==> src/rtl/if_id_queue_if.sv <==
`default_nettype none
// ============================================================================
//  Module      : if_id_queue_if
//  Description : Fetch/decode handshake bundle for the IF/ID instruction
//                queue. The fetch side and decode side both sit on the
//                master modport; the queue itself uses the slave modport.
//                With IFQ_PREDECODE_EN defined the bundle carries id_is_cf.
//  Revision    : 1.0 - initial release
// ============================================================================
interface if_id_queue_if #(
    parameter int DEPTH = 2
);
    localparam int c_CNT_W = $clog2(DEPTH) + 1;

    // Fetch side
    logic               if_valid;
    logic [31:0]        if_inst;
    logic [31:0]        if_pc;
    logic               pc_stall;
    logic               flush_i;

    // Decode side
    logic               id_valid;
    logic               id_ready;
    logic [31:0]        id_inst;
    logic [31:0]        id_pc;
    logic [c_CNT_W-1:0] ifq_count;
`ifdef IFQ_PREDECODE_EN
    logic               id_is_cf;
`endif

    // Pipeline view: drives fetch data and decode-ready, observes the queue
    modport master (
        output if_valid, if_inst, if_pc, flush_i, id_ready,
        input  pc_stall, id_valid, id_inst, id_pc, ifq_count
`ifdef IFQ_PREDECODE_EN
        , input id_is_cf
`endif
    );

    // Queue view
    modport slave (
        input  if_valid, if_inst, if_pc, flush_i, id_ready,
        output pc_stall, id_valid, id_inst, id_pc, ifq_count
`ifdef IFQ_PREDECODE_EN
        , output id_is_cf
`endif
    );
endinterface
`default_nettype wire

==> src/rtl/if_id_queue.sv <==
`default_nettype none
// ============================================================================
//  Module      : if_id_queue
//  Description : Decoupling FIFO between fetch and decode. Stores {pc, inst}
//                pairs, presents the oldest to decode over valid/ready,
//                stalls fetch when full and discards everything on flush.
//                Optional macro IFQ_PREDECODE_EN adds a per-entry
//                control-flow flag (branch/jal/jalr) captured at push time.
//  Revision    : 1.0 - initial release
// ============================================================================
module if_id_queue #(
    parameter int          DEPTH    = 2,
    parameter logic [31:0] NOP_INST = 32'h0000_0013
) (
    input  logic         clk,
    input  logic         rst,      // asynchronous, active low
    if_id_queue_if.slave bus
);

    localparam int c_PTR_W = $clog2(DEPTH);
    localparam int c_CNT_W = c_PTR_W + 1;
`ifdef IFQ_PREDECODE_EN
    localparam int c_ENTRY_W = 65;
    localparam logic [c_ENTRY_W-1:0] c_RESET_ENTRY = {1'b0, 32'h0, NOP_INST};
`else
    localparam int c_ENTRY_W = 64;
    localparam logic [c_ENTRY_W-1:0] c_RESET_ENTRY = {32'h0, NOP_INST};
`endif
    localparam logic [c_CNT_W-1:0] c_FULL_CNT = c_CNT_W'(DEPTH);

    // Entry layout: {[is_cf,] pc[31:0], inst[31:0]}
    logic [c_ENTRY_W-1:0] r_mem [DEPTH];
    logic [c_PTR_W-1:0]   r_rd_ptr;
    logic [c_PTR_W-1:0]   r_wr_ptr;
    logic [c_CNT_W-1:0]   r_count;

    logic                 w_full;
    logic                 w_empty;
    logic                 w_push;
    logic                 w_pop;
    logic [c_ENTRY_W-1:0] w_wr_entry;
    logic [c_ENTRY_W-1:0] w_head;

    // Full/empty decode uses only the registered count: no pop lookahead,
    // so pc_stall never depends combinationally on id_ready.
    assign w_full  = (r_count == c_FULL_CNT);
    assign w_empty = (r_count == '0);

    // Flush wins over both sides of the handshake
    assign w_push = bus.if_valid && !w_full  && !bus.flush_i;
    assign w_pop  = !w_empty && bus.id_ready && !bus.flush_i;

`ifdef IFQ_PREDECODE_EN
    logic w_is_cf;
    // Control-flow opcodes: branch, jal, jalr
    assign w_is_cf = (bus.if_inst[6:0] == 7'b1100011) ||
                     (bus.if_inst[6:0] == 7'b1101111) ||
                     (bus.if_inst[6:0] == 7'b1100111);
    assign w_wr_entry = {w_is_cf, bus.if_pc, bus.if_inst};
`else
    assign w_wr_entry = {bus.if_pc, bus.if_inst};
`endif

    // Entry storage: cleared on reset, written at the write pointer on push
    always_ff @(posedge clk or negedge rst) begin
        if (!rst) begin
            for (int i = 0; i < DEPTH; i++) begin
                r_mem[i] <= c_RESET_ENTRY;
            end
        end else if (w_push) begin
            r_mem[r_wr_ptr] <= w_wr_entry;
        end
    end

    // Pointers wrap naturally because DEPTH is a power of two
    always_ff @(posedge clk or negedge rst) begin
        if (!rst) begin
            r_rd_ptr <= '0;
            r_wr_ptr <= '0;
        end else if (bus.flush_i) begin
            r_rd_ptr <= '0;
            r_wr_ptr <= '0;
        end else begin
            if (w_push) begin
                r_wr_ptr <= r_wr_ptr + 1'b1;
            end
            if (w_pop) begin
                r_rd_ptr <= r_rd_ptr + 1'b1;
            end
        end
    end

    // Occupancy: simultaneous push and pop leaves the count unchanged
    always_ff @(posedge clk or negedge rst) begin
        if (!rst) begin
            r_count <= '0;
        end else if (bus.flush_i) begin
            r_count <= '0;
        end else begin
            case ({w_push, w_pop})
                2'b10:   r_count <= r_count + c_CNT_W'(1);
                2'b01:   r_count <= r_count - c_CNT_W'(1);
                default: r_count <= r_count;
            endcase
        end
    end

    // Head presentation comes only from registered state, never from if_*
    assign w_head        = r_mem[r_rd_ptr];
    assign bus.id_valid  = !w_empty;
    assign bus.id_inst   = w_empty ? NOP_INST : w_head[31:0];
    assign bus.id_pc     = w_empty ? 32'h0    : w_head[63:32];
    assign bus.pc_stall  = w_full;
    assign bus.ifq_count = r_count;
`ifdef IFQ_PREDECODE_EN
    assign bus.id_is_cf  = !w_empty && w_head[64];
`endif

endmodule
`default_nettype wire
==> src/flat_wrapper.sv <==
// flat-port wrapper written by rule: the top's interface ports become plain ports
module if_id_queue_flat 
#(
    parameter int          DEPTH    = 2,
    parameter logic [31:0] NOP_INST = 32'h0000_0013
)
  (clk, rst, bus_if_valid, bus_if_inst, bus_if_pc, bus_flush_i, bus_id_ready, bus_pc_stall, bus_id_valid, bus_id_inst, bus_id_pc, bus_ifq_count);
  if_id_queue_if #(.DEPTH(DEPTH)) bus_i ();
  input  logic clk;
  input  logic rst;
  input wire logic [$bits(bus_i.if_valid)-1:0] bus_if_valid;
  input wire logic [$bits(bus_i.if_inst)-1:0] bus_if_inst;
  input wire logic [$bits(bus_i.if_pc)-1:0] bus_if_pc;
  input wire logic [$bits(bus_i.flush_i)-1:0] bus_flush_i;
  input wire logic [$bits(bus_i.id_ready)-1:0] bus_id_ready;
  output wire logic [$bits(bus_i.pc_stall)-1:0] bus_pc_stall;
  output wire logic [$bits(bus_i.id_valid)-1:0] bus_id_valid;
  output wire logic [$bits(bus_i.id_inst)-1:0] bus_id_inst;
  output wire logic [$bits(bus_i.id_pc)-1:0] bus_id_pc;
  output wire logic [$bits(bus_i.ifq_count)-1:0] bus_ifq_count;
  assign bus_i.if_valid = bus_if_valid;
  assign bus_i.if_inst = bus_if_inst;
  assign bus_i.if_pc = bus_if_pc;
  assign bus_i.flush_i = bus_flush_i;
  assign bus_i.id_ready = bus_id_ready;
  assign bus_pc_stall = bus_i.pc_stall;
  assign bus_id_valid = bus_i.id_valid;
  assign bus_id_inst = bus_i.id_inst;
  assign bus_id_pc = bus_i.id_pc;
  assign bus_ifq_count = bus_i.ifq_count;
  if_id_queue #(.DEPTH(DEPTH), .NOP_INST(NOP_INST)) u_core (.clk(clk), .rst(rst), .bus(bus_i));
endmodule
==> config.mk <==
export PLATFORM = sky130hd
export DESIGN_NAME = if_id_queue_flat
export DESIGN_NICKNAME = d
export VERILOG_FILES = /design/src/rtl/if_id_queue_if.sv /design/src/rtl/if_id_queue.sv /design/src/flat_wrapper.sv
export SDC_FILE = /design/constraint.sdc
export NUM_CORES = 1
export LEC_CHECK = 0
export CORE_ASPECT_RATIO = 0.5
export CORE_MARGIN = 10
export CORE_UTILIZATION = 45
export CTS_CLUSTER_SIZE = 10
export DETAILED_ROUTE_END_ITERATION = 7
export MAX_ROUTING_LAYER = met4
export PLACE_DENSITY = 0.75
export SLEW_MARGIN = 10
export SYNTH_ARGS = -nofsm -noshare
export SYNTH_HDL_FRONTEND = slang
export SYNTH_SLANG_ARGS = --single-unit
==> constraint.sdc <==
create_clock -name clk -period 2.23 [get_ports clk]
set_input_delay 0.446 -clock clk [delete_from_list [all_inputs] [get_ports clk]]
set_output_delay 0.446 -clock clk [all_outputs]
set_load 0.005 [all_outputs]
==> results.sh <==
export IMPL_outcome="complete, but fails checks"
export IMPL_failed_checks="setup timing"
export IMPL_multi_input_area_um2=2730
export IMPL_fillCellCount=1029
export IMPL_via_count=3984
export IMPL_groute_layer_met3_usage_pct=2.99
export IMPL_finalPower_mw=7.81
export IMPL_synth_top_area_share_pct=51.1
export IMPL_ys_ff_latch=132
export IMPL_drt_first_pass_iters=4
export IMPL_max_clock_freq_ghz=0.443
export IMPL_cp_arrival_ns=1.81
export IMPL_place_congestion=0.769
export IMPL_min_path_type="flip-flop to flip-flop"
export IMPL_holdWs_ns=0.484
export IMPL_startpoint_type="flip-flop"
export IMPL_ir_worst_vdd_mv=0.568
export IMPL_wl_per_cell_um=18.5
export IMPL_clk_latency_ns=0.41
export IMPL_diodes=0
export IMPL_die_area_um2=19100
export IMPL_worstMarginPinSlew_ns=0.391
export IMPL_syn_area_per_cell_um2=14.2
export IMPL_die_w_um=186
export IMPL_p_switching_mw=2.05
export IMPL_layout_common_cells="124 x dfrtp_1, 75 x clkdlybuf4s50_1, 63 x mux2_2"
export IMPL_dieHeight_um=103
export IMPL_drcViolationCount=0
export IMPL_setup_ws_ns=-0.0269
export IMPL_core_um2=13500
export IMPL_skew_ns=0.0113
export IMPL_antenna_found_initial=0
export IMPL_gr_total_overflow=0
export IMPL_internal_power_mw=5.76
export IMPL_crit_buf_inv=2
export IMPL_top_usage_layer="met2"
export IMPL_p_per_area_nw_per_um2=898
export IMPL_grt_start_max_net_pins=67
export IMPL_critPathMaxStageDelay_ns=0.52
export IMPL_stdcell_count=794
export IMPL_place_area_um2=7960
export IMPL_area_growth_pct=41.1
export IMPL_dp_hpwl_um=9940
export IMPL_rows=30
export IMPL_fin_util_pct=64.6
export IMPL_place_ws_ns=-0.00999
export IMPL_wirelength_um=14700
export IMPL_p_leak_nw=4.11
export IMPL_post_route_min_period_ns=2.26
export IMPL_via_per_inst=5.02
export IMPL_seqCellArea_um2=3320
export IMPL_path_delay_family="buffers and inverters"
export IMPL_grt_pass1_vias=4443
export IMPL_yosys_warnings=0
export IMPL_rsz0062_at_grt="true"
export IMPL_drive_gt1_share_pct=34.8
export IMPL_p_comb_share_pct=23.3
export IMPL_worstPathRequired_ns=1.78
export IMPL_gr_usage_met1_pct=17.9
export IMPL_fin_area_um2=8700
export IMPL_crit_chain="buf_8, mux2i_1, nor2_1, clkdlybuf4s50_1"
export IMPL_critPathCaptureType="output pin"
export IMPL_cts_tree="built"
export IMPL_slew_headroom_pct=74.0
export IMPL_setup_violations=7
export IMPL_ys_seq_area_share_pct=53.7
export IMPL_final_common_cell="dfrtp_1"
export IMPL_drt_iter0_drc=167
export IMPL_dp_cells=745
export IMPL_power_frac_seq_pct=42.5
export IMPL_ys_types=25
export IMPL_yosys_area_top_type="dfrtp_1"
export IMPL_fin_setup_tns_ns=-0.0996
export IMPL_synth_cells=435
export IMPL_cts_reportedPaths_clkPinSlew_ns=0.06
export IMPL_grt_pass1_wl_um=23200
export IMPL_drv_slew=0
export IMPL_fin_nets=674
export IMPL_clkPwrFrac_pct=34.2
export IMPL_netlist_area_um2=6160
export IMPL_sw_frac_of_total_pct=26.2
export IMPL_grt_use_met2_pct=28.2
export IMPL_cts_path_max_buffers=2
export IMPL_ys_top_cells_by_area="dfrtp_1 51%, mux2_4 15%, mux2_2 12%"
export IMPL_clock_root_buffer="clkbuf_16"
export IMPL_crit_slowest_cell="dfrtp_4"
export IMPL_drv_cap=0
export IMPL_ant_nets=0
export IMPL_finalCritPeriodShare_pct=101
export IMPL_pin_count=137
export IMPL_portBuffers=136
export IMPL_cts_buffers=17
export IMPL_path_class="flip-flop to output pin"
export IMPL_finalHoldViolations=0
export IMPL_synth_fp_nets=504
export IMPL_start_util_pct=45.7
export IMPL_cp_max_fo=11
export IMPL_grt_usage_pct=15.8
export IMPL_htree_levels=4
export IMPL_cts_sinks=132
==> power by group through the flow <==
stage / clock network (mW) / registers, mW / logic, mW
floorplan: 0 / 3.24 / 1.13
global placement: 0 / 3.31 / 1.81
global route: 2.81 / 3.40 / 1.98
CTS: 2.72 / 3.31 / 1.79
finish: 2.67 / 3.32 / 1.82
detailed placement: 0 / 3.33 / 1.85
==> state kept, by name, summed over array words and instances (netlist names) <==
signal                count
u_core.bus.ifq_count      2
u_core.r_mem            128
u_core.r_rd_ptr           1
u_core.r_wr_ptr           1
==> worst register-to-register path: cells and delay by family (launching register included) <==
kind,cells,cell delay [ns]
mux,1,0.34
buf+inv,3,0.51
simple gates,2,0.68
flops,1,0.43
==> area by class of cell <==
type                       instances  share of cell area (%)
timing repair buffer             177                    21.4
inverter                           2                  0.0863
multi-input combinational        275                    31.3
clock buffer                      18                    5.05
clock inverter                    14                    1.50
tap                              176                    2.53
sequential                       132                    38.1
==> worst paths after layout <==
kind                                              start               end  slack [ns]  depth (start not counted)
worst max-delay path                    u_core.r_rd_ptr      bus_id_pc[7]       -0.03                          4
worst min-delay path                   u_core.r_mem[96]  u_core.r_mem[96]        0.48                          1
worst max register to register  u_core.bus.ifq_count[1]  u_core.r_mem[12]        0.15                          6
worst min register to register         u_core.r_mem[96]  u_core.r_mem[96]        0.48                          1
max in group asynchronous                           rst   u_core.r_mem[0]        1.01                          3
min in group asynchronous                           rst  u_core.r_mem[25]        0.51                          2
==> what timing repair did <==
action | 4_1_cts | 5_1_grt
gates cloned | 0 | 1
pin swaps | 2 | 2
endpoints found under the setup margin | 66 | 16
setup buffers | 2 | 13
hold endpoints to repair | 24 | 0
gates resized for setup | 51 | 28
hold buffers | 1 | 0
==> synthesized netlist by cell type, drive strengths merged <==
| cell | count |
|---|---|
| mux2 | 128 |
| dfrtp | 126 |
| mux2i | 65 |
| nor2 | 63 |
| buf | 19 |
| clkbuf | 7 |
| dfstp | 6 |
| a21oi | 4 |
| nand2 | 3 |
| inv | 2 |
| o21ai | 2 |
| and3b | 1 |
| nor2b | 1 |
| nor3b | 1 |
| nor4 | 1 |
| o211ai | 1 |
| o21bai | 1 |
| or2 | 1 |
| or3 | 1 |
| or4b | 1 |
| xor2 | 1 |
==> layer usage <==
metal / vias up / wire [µm]
met5: - / 0
li1: 1862 / -
met4: 0 / 112
met1: 2050 / 6460
met2: 60 / 7680
met3: 12 / 414
==> logic make-up (layout without fill, tap and decap cells) <==
kind of cell    count (synthesis)  after routing  synth area share [%]
compound gates                  8              8                 0.731
xor+xnor                        1              1                 0.142
buf+inv                        28            211                  2.70
flops                         132            132                  53.7
mux                           193            193                  37.6
simple gates                   73             73                  5.14
(Power assumes the default switching activity.)
